### config.mk
export PLATFORM = sky130hd
export DESIGN_NAME = mua_frame_packer
export DESIGN_NICKNAME = d
export VERILOG_FILES = /design/src/rtl/mua_frame_packer.sv
export SDC_FILE = /design/constraint.sdc
export NUM_CORES = 1
export LEC_CHECK = 0
export ABC_AREA = 0
export CAP_MARGIN = 20
export CELL_PAD_IN_SITES_DETAIL_PLACEMENT = 2
export CELL_PAD_IN_SITES_GLOBAL_PLACEMENT = 2
export CORE_MARGIN = 5
export CORE_UTILIZATION = 35
export DETAILED_ROUTE_END_ITERATION = 8
export DONT_BUFFER_PORTS = 1
export PLACE_DENSITY = 0.87
export SLEW_MARGIN = 20
export SYNTH_ARGS = -nofsm -noshare
export SYNTH_HDL_FRONTEND = slang
export SYNTH_SLANG_ARGS = --single-unit
### constraint.sdc
create_clock -name bus_clk -period 5.75 [get_ports bus_clk]
set_input_delay 1.15 -clock bus_clk [delete_from_list [all_inputs] [get_ports bus_clk]]
set_output_delay 1.15 -clock bus_clk [all_outputs]
set_load 0.05 [all_outputs]
### src/rtl/mua_frame_packer.sv
// mua_frame_packer: packs per-channel MUA samples into FIFO frames of
// {SYNC_WORD, frame number, NUM_CH data words}.
// Optional feature: define MUA_THR_FLAG_EN to set bit 23 of each data word
// when the sample is at or below its channel threshold (flag is 0 otherwise).
module mua_frame_packer #(
    parameter int          NUM_CH    = 160,
    parameter logic [31:0] SYNC_WORD = 32'hA5A5_5A5A
) (
    input  logic        bus_clk,
    input  logic        xike_reset,
    input  logic        mua_valid,
    output logic        mua_ready,
    input  logic [11:0] mua_ch,
    input  logic [31:0] mua_data,
    input  logic [31:0] thr_data,
    input  logic [31:0] mua_frame_No,
    input  logic        fifo_full,
    output logic        fifo_wr_en,
    output logic [31:0] fifo_din,
    output logic        frame_done,
    output logic [15:0] err_count
);

    localparam logic [11:0] LAST_CH = 12'(NUM_CH - 1);

    typedef enum logic [1:0] {
        ST_IDLE,
        ST_HDR0,
        ST_HDR1,
        ST_DATA
    } state_t;

    state_t      r_state;
    state_t      w_next_state;

    logic        r_hold_valid;
    logic [11:0] r_hold_ch;
    logic [31:0] r_hold_data;
    logic [31:0] r_hold_fno;
    logic [31:0] r_frame_no;
    logic [11:0] r_exp_ch;
    logic [15:0] r_err_count;
    logic [31:0] r_last_din;

    logic        w_accept;
    logic        w_drain;
    logic        w_start;
    logic        w_drop_err;
    logic        w_data_wr;
    logic        w_wr_en;
    logic        w_done;
    logic [31:0] w_word;
    logic [22:0] w_sat;
    logic        w_flag;
    logic [31:0] w_data_word;

`ifdef MUA_THR_FLAG_EN
    logic [31:0] r_hold_thr;

    // Threshold is captured alongside the sample it belongs to.
    always_ff @(posedge bus_clk) begin
        if (xike_reset) begin
            r_hold_thr <= '0;
        end else if (w_accept) begin
            r_hold_thr <= thr_data;
        end
    end

    assign w_flag = ($signed(r_hold_data) <= $signed(r_hold_thr));
`else
    // Flag disabled: thr_data is folded into a term forced low so the port
    // is referenced identically in both builds.
    assign w_flag = 1'b0 & (^thr_data);
`endif

    // Saturate the signed 32-bit sample to the signed 23-bit range.
    always_comb begin
        w_sat = r_hold_data[22:0];
        if ($signed(r_hold_data) > 32'sd4194303) begin
            w_sat = 23'h3F_FFFF;
        end else if ($signed(r_hold_data) < -32'sd4194304) begin
            w_sat = 23'h40_0000;
        end
    end

    assign w_data_word = {r_hold_ch[7:0], w_flag, w_sat};

    // Ready also covers the cycle in which the held sample is consumed, so the
    // holding register can refill back-to-back at one word per cycle.
    assign mua_ready  = !r_hold_valid || w_drain;
    assign w_accept   = mua_valid && mua_ready;

    assign fifo_wr_en = w_wr_en;
    assign fifo_din   = w_wr_en ? w_word : r_last_din;
    assign frame_done = w_done;
    assign err_count  = r_err_count;

    // State register.
    always_ff @(posedge bus_clk) begin
        if (xike_reset) begin
            r_state <= ST_IDLE;
        end else begin
            r_state <= w_next_state;
        end
    end

    // Next-state and per-cycle control decode.
    always_comb begin
        w_next_state = r_state;
        w_wr_en      = 1'b0;
        w_word       = '0;
        w_done       = 1'b0;
        w_drain      = 1'b0;
        w_start      = 1'b0;
        w_drop_err   = 1'b0;
        w_data_wr    = 1'b0;
        case (r_state)
            ST_IDLE: begin
                if (r_hold_valid) begin
                    if (r_hold_ch == '0) begin
                        w_start      = 1'b1;
                        w_next_state = ST_HDR0;
                    end else begin
                        w_drain = 1'b1;
                    end
                end
            end
            ST_HDR0: begin
                if (!fifo_full) begin
                    w_wr_en      = 1'b1;
                    w_word       = SYNC_WORD;
                    w_next_state = ST_HDR1;
                end
            end
            ST_HDR1: begin
                if (!fifo_full) begin
                    w_wr_en      = 1'b1;
                    w_word       = r_frame_no;
                    w_next_state = ST_DATA;
                end
            end
            ST_DATA: begin
                if (r_hold_valid) begin
                    if (r_hold_ch != r_exp_ch) begin
                        w_drain      = 1'b1;
                        w_drop_err   = 1'b1;
                        w_next_state = ST_IDLE;
                    end else if (!fifo_full) begin
                        w_wr_en   = 1'b1;
                        w_word    = w_data_word;
                        w_drain   = 1'b1;
                        w_data_wr = 1'b1;
                        if (r_exp_ch == LAST_CH) begin
                            w_done       = 1'b1;
                            w_next_state = ST_IDLE;
                        end
                    end
                end
            end
            default: w_next_state = ST_IDLE;
        endcase
    end

    // Holding register, channel tracking, error counter and last FIFO word.
    always_ff @(posedge bus_clk) begin
        if (xike_reset) begin
            r_hold_valid <= 1'b0;
            r_hold_ch    <= '0;
            r_hold_data  <= '0;
            r_hold_fno   <= '0;
            r_frame_no   <= '0;
            r_exp_ch     <= '0;
            r_err_count  <= '0;
            r_last_din   <= '0;
        end else begin
            if (w_accept) begin
                r_hold_valid <= 1'b1;
                r_hold_ch    <= mua_ch;
                r_hold_data  <= mua_data;
                r_hold_fno   <= mua_frame_No;
            end else if (w_drain) begin
                r_hold_valid <= 1'b0;
            end

            if (w_start) begin
                r_frame_no <= r_hold_fno;
                r_exp_ch   <= '0;
            end else if (w_data_wr) begin
                r_exp_ch <= r_exp_ch + 12'd1;
            end

            if (w_drop_err && (r_err_count != '1)) begin
                r_err_count <= r_err_count + 16'd1;
            end

            if (w_wr_en) begin
                r_last_din <= w_word;
            end
        end
    end

endmodule

# ---- Word level (Yosys, flattened, before mapping)
# Index checks and enable logic that the tools add are counted.
dict set report totals {
  n_memories 0
  latchBits 0
  mem_bits_ro 0
  ff_bits 171
  mem_bits_rw 0
  wordCells 77
}
dict set report classes {
  bitwise 0
  shift 0
  addsub 2
  magnitude_cmp 2
  eq_ne 13
  div_mod_pow 0
  n_mul 0
  muxes 41
  n_reduce_logical 10
}
# cell n
set op_table {}
lappend op_table {{$mux 32} 6}
lappend op_table {{$pmux 32 s3} 1}
lappend op_table {{$mux 23} 2}
lappend op_table {{$gt 32x23->1 const B} 1}
lappend op_table {{$lt 32x23->1 const B} 1}
lappend op_table {{$mux 1} 21}
lappend op_table {{$add 16x1->16 const B} 1}
lappend op_table {{$mux 2} 8}
lappend op_table {{$ne 16x16->1 const B} 1}
lappend op_table {{$add 12x1->12 const B} 1}
lappend op_table {{$eq 12x8->1 const B} 1}
lappend op_table {{$logic_not 12->1} 1}
lappend op_table {{$ne 12x12->1} 1}
lappend op_table {{$ne 2x2->1 const B} 5}
lappend op_table {{$pmux 2 s4} 1}
lappend op_table {{$reduce_and 7->1} 1}
lappend op_table {{$ne 3x3->1 const B} 2}
lappend op_table {{$eq 2x2->1 const B} 2}
lappend op_table {{$pmux 1 s2} 2}
lappend op_table {{$reduce_or 2->1} 2}
lappend op_table {{$eq 2x1->1 const B} 1}
lappend op_table {{$logic_and 1x1->1} 2}
lappend op_table {{$logic_not 2->1} 1}
lappend op_table {{$reduce_bool 2->1} 1}
lappend op_table {{2 further kinds} 2}

# ---- Longest topological paths before layout
# Gate-level depths: netlist of run 1.
dict set report depth {
  word_depth 8
  depth_mapped 8
}

# ---- Worst setup path before layout of run 1
# OpenSTA, ideal clock, no wires.
dict set report synth_timing {
  path_type {input port to output port}
  startpoint {input fifo_full}
  endpoint {output fifo_din[27]}
  path_slack_ps 1673
  stages 6
  t_required_ps 4600
  n_path_buf 2
  t_arrival_ps 2927
  cell_sequence {nor2_1 nor4b_1 buf_2 buf_2 a22oi_1 a21oi_1}
}
dict set report synth_via {
  elab_chain_len 5
  elab_cells_between_ends 10
  classes_between {mux: 10}
}
# item line_no
set synth_rtl {}
lappend synth_rtl {{start, declared} 17} ;# input logic fifo_full,
lappend synth_rtl {{$mux 32 or $mux 1 (tied branches)} {148, 129, 136}}
lappend synth_rtl {{$mux 32 or $mux 1 (tied branches)} 144} ;# if (r_hold_ch != r_exp_ch) begin
lappend synth_rtl {{$mux 32 or $mux 1 (tied branches)} 143} ;# if (r_hold_valid) begin
lappend synth_rtl {{$pmux 32 s3 or $pmux 1 s2 (tied branches)} 117} ;# case (r_state)
lappend synth_rtl {{$mux 32 *} --}
lappend synth_rtl {{end, declared} 19} ;# output logic [31:0] fifo_din,
# Mark *: on every way between the ends. The rest lies on a longest branch, timed or not.

# ---- Worst setup path after layout of run 1
dict set report layout_timing {
  startpoint {register r_hold_ch[7]}
  endpoint {output fifo_din[3]}
}
dict set report layout_via {
  elab_chain_len 5
  elab_cells_between_ends 8
  classes_between {eq/ne: 1; mux: 7}
}
# item line_no
set layout_rtl {}
lappend layout_rtl {{start, declared} 37} ;# logic [11:0] r_hold_ch;
lappend layout_rtl {{start signal, assigned} 178} ;# r_hold_ch <= mua_ch;
lappend layout_rtl {{$ne 12x12->1 *} 144}
lappend layout_rtl {{$mux 32 or $mux 1 (tied branches)} 144}
lappend layout_rtl {{$mux 32 or $mux 1 (tied branches)} 143}
lappend layout_rtl {{$pmux 32 s3 or $pmux 1 s2 (tied branches)} 117}
lappend layout_rtl {{$mux 32 *} --}
# Marks and branches as above.

==> impl_metrics.json, run 1 <==
{
  "status": "completed",
  "viasPerCell": 5.88,
  "n_fill_cell": 2531,
  "grt_usage_pct": 21.7,
  "vias": 7287,
  "clockBufferDepth": 2,
  "synth_nets": 1085,
  "drive_gt1_share_pct": 10.4,
  "synth_ff_type": "dfxtp_1",
  "io_pins": 163,
  "power_frac_seq_pct": 42.8,
  "cts_tree": "built",
  "syn_avg_cell_area_um2": 8.34,
  "max_slew_margin_pct": 26.0,
  "gp_congestion": 0.825,
  "fin_crit_sh_pct": 81.4,
  "worst_pin_slew_ns": 1.11,
  "total_power_w": 0.00311,
  "synth-edff-count": 0,
  "cp_max_fo": 46,
  "ant_nets": 0,
  "routedWlPerCell_um": 23.0,
  "yosys_warnings": 0,
  "cts_resized": 0,
  "cts_hold_buffers": 0,
  "cpPeakStageDelay_ns": 0.87,
  "crit_end": "fifo_din[3]",
  "grt_max_degree": 84,
  "clock_latency_ns": 0.44,
  "max_freq_mhz": 214,
  "grt_pass1_wl_um": 45200,
  "path_common_cell": "buf_4",
  "drt-met1-wl_um": 12200,
  "met2_length_um": 13800,
  "cts_num_sinks": 171,
  "antenna_cells": 0,
  "crit_chain": "xnor2_1 > nand4_1 > o41ai_4 > and2_2 > buf_4 > a21oi_1 > buf_4",
  "power_density_mw_per_mm2": 345,
  "cp-end-kind": "output pin",
  "drt-total-wl_um": 28500,
  "dr.max_layer_used": "met5",
  "path_clk_slew_ns": 0.07,
  "yosysTopAreaCell": "dfxtp_1",
  "swShare_pct": 33.1,
  "yosysTopAreaCellShare_pct": 42.4,
  "p_comb_share_pct": 20.3,
  "ys_top_cells_by_count": "242 x nand2_1, 171 x dfxtp_1, 115 x a21oi_1",
  "required_ns": 4.60,
  "worstPathArrival_ns": 3.53,
  "first_pass_iters": 4,
  "timing.final.hold_violations": 0,
  "drt-initial-drc-count": 374,
  "worst_setup_path_start_kind": "flop",
  "overflow": 0,
  "hold_path_class": "flop to flop",
  "ys_ff_latch": 171,
  "rr_startpoint": "r_state[0]",
  "synth_area_mm2": 0.00807,
  "dpl.hpwl_um": 18800,
  "synth.most_common_cell": "nand2_1",
  "maxCapViolCount": 0,
  "reg2reg_slack_ns": 2.64,
  "start_util_pct": 35.6,
  "r2r_end": "r_hold_fno[21]",
  "crit_type": "flop to output pin",
  "async_reset_ff_share_pct": 0,
  "clock-root-buffer": "clkbuf_16",
  "wl_met3_um": 1630,
  "finalSetupTns_ns": 0,
  "ff2ff_path_depth": 8,
  "cts_setup_buffers": 0,
  "p_clk_share_pct": 36.9,
  "dieArea_mm2": 0.0262,
  "die_w_um": 162,
  "power_leakage_nw": 3.27,
  "synth_area_leaders": "dfxtp_1 42%, nand2_1 11%, mux2i_1 11%",
  "synth.distinct_cells": 51,
  "antenna_found_initial": 1,
  "nNetsFinal": 1060,
  "core_mm2": 0.0226,
  "cp_slowest_cell": "o41ai_4",
  "netlist_instances": 967,
  "h-tree-depth": 4,
  "remaining_drc_errors": 0,
  "startpoint": "r_hold_ch[7]",
  "setup_violations": 0,
  "finClkSkew_ns": 0.0140,
  "die_h_um": 162,
  "area_growth_pct": 11.6,
  "grt_setup_unrepaired": "no",
  "ys_seq_area_share_pct": 42.4,
  "portBuffers": 0,
  "internal-power_w": 0.00208,
  "netSwitchingPower_w": 0.00103,
  "cts_made_buffers": 17,
  "period_minus_slack_ns": 4.68,
  "rows": 55,
  "ir_drop_uv": 188,
  "grt_pass1_vias": 8085,
  "maxSlewViolCount": 0
}
-- registers in the layout, indices dropped and copies added (netlist names) --
| name | flops |
|---|---|
| r_hold_fno | 32 |
| r_hold_valid | 1 |
| err_count | 16 |
| r_state | 2 |
| r_hold_data | 32 |
| r_exp_ch | 12 |
| r_last_din | 32 |
| r_frame_no | 32 |
| r_hold_ch | 12 |
-- cell usage in the layout (no fill, tap or decap), types with 3 or more instances in the layout --
master / netlist / routed
a221oi_1: 9 / 9
a211oi_1: 32 / 31
inv_6: 0 / 3
o22a_1: 6 / 6
nand4_1: 17 / 17
nand2_1: 242 / 242
nor4_1: 15 / 15
or3_1: 7 / 7
ha_1: 6 / 6
a2bb2oi_1: 11 / 11
nor3_1: 5 / 5
clkbuf_16: 0 / 17
a221oi_2: 6 / 6
o21ai_0: 10 / 10
nor2_1: 15 / 14
nand3_1: 15 / 15
or4_1: 12 / 12
buf_4: 0 / 42
and3_1: 3 / 3
xnor2_1: 12 / 12
and4_1: 10 / 10
clkinv_2: 0 / 4
a21oi_1: 115 / 113
o2bb2ai_1: 5 / 5
o31ai_1: 10 / 10
a22oi_1: 16 / 16
dfxtp_1: 171 / 171
mux2i_1: 85 / 85
inv_1: 10 / 10
nand2b_1: 7 / 7
-- critical path: cells and delay by family (launching register included) --
kind,cells,cell delay [ns]
flops,1,0.49
simple gates,2,0.64
buf+inv,2,0.69
xor+xnor,1,0.16
compound gates,2,1.10
-- per-stage QoR --
step                area [um^2]  setup WS [ns]  std cells  hold WS [ns]  util [%]
floorplan                  8070           1.67        967         0.432         -
global placement           8420           1.38       1208         0.434      37.2
detailed placement         8430           1.48       1208         0.448      37.2
CTS                        9000           1.09       1240         0.463      39.8
global route               9000          0.899       1240         0.475      39.8
finish                     9000           1.07       1240         0.463      39.8
-- power groups by stage --
stage	sequential, W	clock (W)	combinational (W)
final	0.00133	0.00115	0.000630
after global routing	0.00134	0.00122	0.000671
after CTS	0.00133	0.00117	0.000632
after detailed placement	0.00135	0	0.000618
after global placement	0.00135	0	0.000590
after floorplan	0.00132	0	0.000451
-- routing by layer --
layer | up-vias | global-route usage (%)
met4 | 2 | 8.00
li1 | 3387 | -
met1 | 3646 | 26.2
met3 | 57 | 5.58
met2 | 195 | 37.2
met5 | - | 0
-- cells by family after synthesis --
kind of cell | after synthesis | synth area share [%]
simple gates | 363 | 20.6
fa+ha+maj | 6 | 0.930
compound gates | 230 | 18.7
xor+xnor | 13 | 1.50
buf+inv | 97 | 4.99
flops | 171 | 42.4
mux | 87 | 10.8
-- area by class of cell --
class,count,area (um^2),area share [%]
clock buffers,20,457,5.07
clock inverters,12,113,1.25
inverters,11,43.8,0.487
multi-input cells,699,4290,47.7
flip-flops and latches,171,3420,38.0
well taps,285,357,3.96
repair buffers,42,315,3.50
-- worst min-delay path by stage --
| stage | startpoint | end | slack [ns] | cells after the start |
|---|---|---|---|---|
| 2_1_floorplan | r_frame_no[14] | r_frame_no[14] | 0.43 | 2 |
| 3_3_place_gp | r_frame_no[20] | r_frame_no[20] | 0.43 | 2 |
| 3_5_place_dp | r_hold_fno[16] | r_frame_no[16] | 0.45 | 2 |
| 6_report | r_frame_no[26] | r_frame_no[26] | 0.46 | 2 |
| 5_1_grt | r_frame_no[27] | r_frame_no[27] | 0.47 | 2 |
| 4_1_cts | r_frame_no[26] | r_frame_no[26] | 0.46 | 2 |
Note: power is estimated with default switching activity, not from simulation.
==> run 2, diff against run 1 <==
- clock period: 5.75 -> 4.8 ns (I/O delays scaled with it)
==> run 2 against run 1 <==
Effect of this change:
- power up 19%
- combinational power up 19%
- die area unchanged
- critical path type unchanged
- clock power up 17%
- clock-buffer cell count unchanged
- highest routed layer is now met4
==> impl_metrics.json, run 2 (synthesized netlist as in run 1, its figures left out) <==
{
  "status": "completed",
  "clock_latency_ns": 0.43,
  "remaining_drc_errors": 0,
  "worst_setup_path_start_kind": "flop",
  "ant_nets": 0,
  "die_h_um": 162,
  "setup_violations": 0,
  "cts_hold_buffers": 0,
  "holdPathStages": 2,
  "portBuffers": 0,
  "vias": 7286,
  "drive_gt1_share_pct": 10.2,
  "clock-root-buffer": "clkbuf_16",
  "internal-power_w": 0.00249,
  "swShare_pct": 32.7,
  "grt_usage_pct": 21.3,
  "netSwitchingPower_w": 0.00121,
  "antenna_found_initial": 1,
  "p_comb_share_pct": 20.3,
  "final_cell_mix": "242 x nand2_1, 171 x dfxtp_1, 110 x a21oi_1, 85 x mux2i_1, 36 x buf_4",
  "clockBufferDepth": 2,
  "cp_max_fo": 34,
  "rows": 55,
  "cts_num_sinks": 171,
  "finalSetupTns_ns": 0,
  "io_pins": 163,
  "grt_setup_unrepaired": "no",
  "ir_drop_uv": 204,
  "place_ws_ns": 0.672,
  "hold_path_class": "flop to flop",
  "cp-end-kind": "output pin",
  "drt-total-wl_um": 28400,
  "die_w_um": 162,
  "start_util_pct": 35.6,
  "timing.final.hold_violations": 0,
  "wl_met3_um": 1280,
  "power_density_mw_per_mm2": 411,
  "reg2reg_slack_ns": 1.82,
  "dr.max_layer_used": "met4",
  "max_slew_margin_pct": 22.7,
  "dieArea_mm2": 0.0262,
  "grt_pass1_vias": 7828,
  "path_clk_slew_ns": 0.07,
  "grt_max_degree": 84,
  "maxSlewViolCount": 0,
  "hold-path-endpoint": "r_hold_fno[23]",
  "h-tree-depth": 4,
  "viasPerCell": 5.90,
  "cts_tree": "built",
  "gp_congestion": 0.800,
  "period_minus_slack_ns": 4.45,
  "worstPathArrival_ns": 3.49,
  "r2r_end": "err_count[5]",
  "utilization_pct": 39.8,
  "p_clk_share_pct": 36.6,
  "drt-met1-wl_um": 12500,
  "met2_length_um": 14000,
  "stdcell_area_mm2": 0.00900,
  "routedWlPerCell_um": 23.0,
  "place_area_mm2": 0.00843,
  "finClkSkew_ns": 0.0151,
  "cts_made_buffers": 17,
  "fin_crit_sh_pct": 92.8,
  "area_growth_pct": 11.6,
  "drt-initial-drc-count": 291,
  "nNetsFinal": 1056,
  "required_ns": 3.84,
  "maxCapViolCount": 0,
  "first_pass_iters": 4,
  "core_mm2": 0.0226,
  "dpl.hpwl_um": 19200,
  "hp-start": "r_hold_fno[23]",
  "grt_pass1_wl_um": 44900,
  "ff2ff_path_depth": 6,
  "power_leakage_nw": 3.24,
  "worst_pin_slew_ns": 1.16,
  "mostFrequentLayoutCell": "nand2_1",
  "power_frac_seq_pct": 43.1,
  "setup_ws_ns": 0.346,
  "overflow": 0,
  "crit_type": "flop to output pin",
  "max_freq_mhz": 225,
  "rr_startpoint": "err_count[6]"
}
## run 2: power by group through the flow
stage	Combinational, W	Sequential, W	Clock (W)
2_1_floorplan	0.000540	0.00159	0
3_3_place_gp	0.000700	0.00161	0
3_5_place_dp	0.000733	0.00162	0
4_1_cts	0.000746	0.00159	0.00138
5_1_grt	0.000799	0.00160	0.00143
6_report	0.000751	0.00159	0.00135
## run 2: routing by layer
metal,vias to the layer above,GRT usage (%)
li1,3384,-
met1,3701,26.6
met2,159,36.4
met3,42,4.90
met4,0,7.11
met5,-,0
## run 2: worst max path at each step
stage	from	end	slack, ns
2_1_floorplan	fifo_full	fifo_din[27]	1.10
3_3_place_gp	r_hold_ch[7]	fifo_din[22]	0.77
3_5_place_dp	r_hold_ch[7]	fifo_din[24]	0.67
4_1_cts	r_exp_ch[5]	fifo_din[24]	0.14
5_1_grt	r_exp_ch[5]	fifo_din[27]	0.17
6_report	r_hold_ch[7]	fifo_din[29]	0.35
## run 2: cell type report
class	instances	area, um^2
antenna	1	2.50
clock buffer	20	467
clock inverter	9	92.6
fill	2530	13600
inverter	11	43.8
multi-input combinational	699	4310
sequential	171	3420
tap	285	357
timing repair buffer	38	310
## run 2: repair_timing
item                       CTS  global route
buffers inserted             0             0
gates resized for setup      0             1
setup endpoints to repair    0             5
## run 2: metrics by stage
| stage | hold slack [ns] | std cells | power, W |
|---|---|---|---|
| finish | 0.465 | 1234 | 0.00370 |
| CTS | 0.465 | 1233 | 0.00371 |
| global route | 0.474 | 1234 | 0.00383 |
| global placement | 0.435 | 1204 | 0.00231 |
| floorplan | 0.432 | 967 | 0.00213 |
| detailed placement | 0.450 | 1204 | 0.00235 |
## run 2: worst max-delay path, cell delays in order (launching register included)
cell	delay [ns]
dfxtp_1	0.50
xnor2_1	0.16
nand4_1	0.36
o41ai_4	0.39
buf_4	0.44
and2_4	0.47
buf_4	0.33
a21oi_1	0.38
==> run 3, diff against run 2 <==
- RECOVER_POWER: not set -> 25
- REMOVE_ABC_BUFFERS: not set -> 1
==> run 3 against run 2 <==
Effect of this change:
- the run now ends with max-capacitance violations, max-slew violations left
- largest cell class unchanged
- highest routed layer unchanged
- fmax decreased by 0.86%
- hold slack got worse by 0.0097 ns
- final cell count increased by 0.24%
- sequential share of layout area decreased by 0.17 points
- register-to-register slack got worse by 1.1 ns
- non-clock buffer count increased by 3
==> impl_metrics.json, run 3 (synthesized netlist as in run 1, its figures left out) <==
{
  "grt_max_degree": 92,
  "dpl.hpwl_um": 18000,
  "drt-total-wl_um": 27400,
  "first_pass_iters": 4,
  "p_comb_share_pct": 19.4,
  "cp-end-kind": "output pin",
  "grt_pass1_vias": 7961,
  "cp_top_family": "simple AND/OR/NAND/NOR gates",
  "internal-power_w": 0.00257,
  "p_clk_share_pct": 38.6,
  "power_leakage_nw": 3.28,
  "violations": "max-capacitance violations, max-slew violations",
  "drt-initial-drc-count": 309,
  "instances_no_fill": 1237,
  "maxCapViolCount": 1,
  "clock_latency_ns": 0.43,
  "path_clk_slew_ns": 0.07,
  "cp_slowest_cell": "o41ai_4",
  "cts_tree": "built",
  "remaining_drc_errors": 0,
  "io_pins": 163,
  "clock-root-buffer": "clkbuf_16",
  "period_minus_slack_ns": 4.49,
  "n_fill_cell": 2480,
  "gp_congestion": 0.778,
  "crit_type": "flop to output pin",
  "overflow": 0,
  "antenna_cells": 0,
  "core_mm2": 0.0226,
  "dieArea_mm2": 0.0262,
  "place_area_mm2": 0.00844,
  "drive_gt1_share_pct": 9.77,
  "cts_resized": 0,
  "nNetsFinal": 1059,
  "power_frac_seq_pct": 41.9,
  "portBuffers": 0,
  "required_ns": 3.84,
  "area_growth_pct": 12.1,
  "cts_num_sinks": 171,
  "cp_max_fo": 26,
  "timing.final.hold_violations": 0,
  "setup_violations": 0,
  "worst_setup_path_start_kind": "flop",
  "ir_drop_uv": 183,
  "stdcell_area_mm2": 0.00904,
  "swShare_pct": 32.1,
  "vias": 7219,
  "maxSlewViolCount": 24,
  "grt_setup_unrepaired": "no",
  "hold_path_class": "flop to flop",
  "cts_hold_buffers": 0,
  "clockBufferDepth": 2,
  "power_density_mw_per_mm2": 419,
  "crit_chain": "xnor2_1 > nand4_1 > o41ai_4 > and2_2 > buf_12 > a21oi_1 > buf_4",
  "start_util_pct": 35.6,
  "cts_made_buffers": 17,
  "ant_nets": 0,
  "status": "complete, but fails checks",
  "utilization_pct": 39.9,
  "cpPeakStageDelay_ns": 0.74,
  "fin_crit_sh_pct": 93.6,
  "viasPerCell": 5.84,
  "max_freq_mhz": 223,
  "max_slew_margin_pct": -8.68,
  "total_power_w": 0.00379,
  "routedWlPerCell_um": 22.2,
  "mostFrequentLayoutCell": "nand2_1",
  "grt_pass1_wl_um": 44000,
  "finClkSkew_ns": 0.0174,
  "final_cell_mix": "242 x nand2_1, 171 x dfxtp_1, 114 x a21oi_1, 85 x mux2i_1, 38 x buf_4",
  "grt_usage_pct": 20.9,
  "dp_cells": 1207,
  "die_w_um": 162,
  "worst_pin_slew_ns": 1.63,
  "worstPathArrival_ns": 3.53,
  "antenna_found_initial": 0,
  "critPathBufInv": 2,
  "rows": 55,
  "die_h_um": 162,
  "h-tree-depth": 4,
  "netSwitchingPower_w": 0.00122,
  "cts_setup_buffers": 0
}
-- run 3: cell count changes in the layout (fill, tap and decap cells not counted), sizes merged --
cell      change
buf           +1
bufinv        +2
clkbuf        -1
clkinv        +2
clkinvlp      -3
diode         -1
inv           +3
-- run 3: metrics by stage --
stage | setup slack, ns | setup TNS [ns] | hold slack [ns]
2_1_floorplan | -5.01 | -456.64 | 0.426
3_3_place_gp | 0.924 | 0 | 0.438
3_5_place_dp | 0.815 | 0 | 0.446
4_1_cts | 0.307 | 0 | 0.456
5_1_grt | 0.0942 | 0 | 0.475
6_report | 0.307 | 0 | 0.456
-- run 3: cell type report --
cell class              instances  area, um^2  share of cell area [%]
multi-input cells             699        4290                    47.5
flip-flops and latches        171        3420                    37.9
clock buffers                  17         425                    4.70
well taps                     285         357                    3.94
repair buffers                 41         313                    3.46
clock inverters                13         189                    2.09
inverters                      11        43.8                   0.484
-- run 3: worst reg2reg max path, stage by stage (launching register included) --
cell      delay (ns)
dfxtp_1         0.40
inv_1           0.09
ha_1            0.32
inv_1           0.12
o21ai_0         0.23
a211oi_4        0.29
clkbuf_1        1.19
buf_4           0.89
mux2i_1         0.42
-- run 3: path summary, 6_finish.rpt --
kind                                     start  cells past startpoint  slack, ns        endpoint
worst min-delay path            r_frame_no[14]                      2       0.46  r_frame_no[14]
worst max register to register      r_state[0]                      8       0.77  r_hold_data[6]
worst min register to register  r_frame_no[14]                      2       0.46  r_frame_no[14]
worst max-delay path              r_hold_ch[7]                      7       0.31     fifo_din[7]
-- run 3: layer usage --
| metal | global-route usage (%) | routed length, um | part of all wire, % |
|---|---|---|---|
| met1 | 25.2 | 11800 | 43 |
| met2 | 36.7 | 13800 | 50 |
| met4 | 6.38 | 473 | 1.7 |
| met5 | 0 | 0 | 0 |
| met3 | 5.23 | 1360 | 5.0 |
-- run 3: power by group through the flow --
stage | Sequential (W) | Clock [W] | Combinational [W]
after global placement | 0.00161 | 0 | 0.000696
after CTS | 0.00159 | 0.00149 | 0.000741
after global routing | 0.00160 | 0.00154 | 0.000796
after floorplan | 0.00159 | 0 | 0.000551
final | 0.00159 | 0.00146 | 0.000737
after detailed placement | 0.00162 | 0 | 0.000730
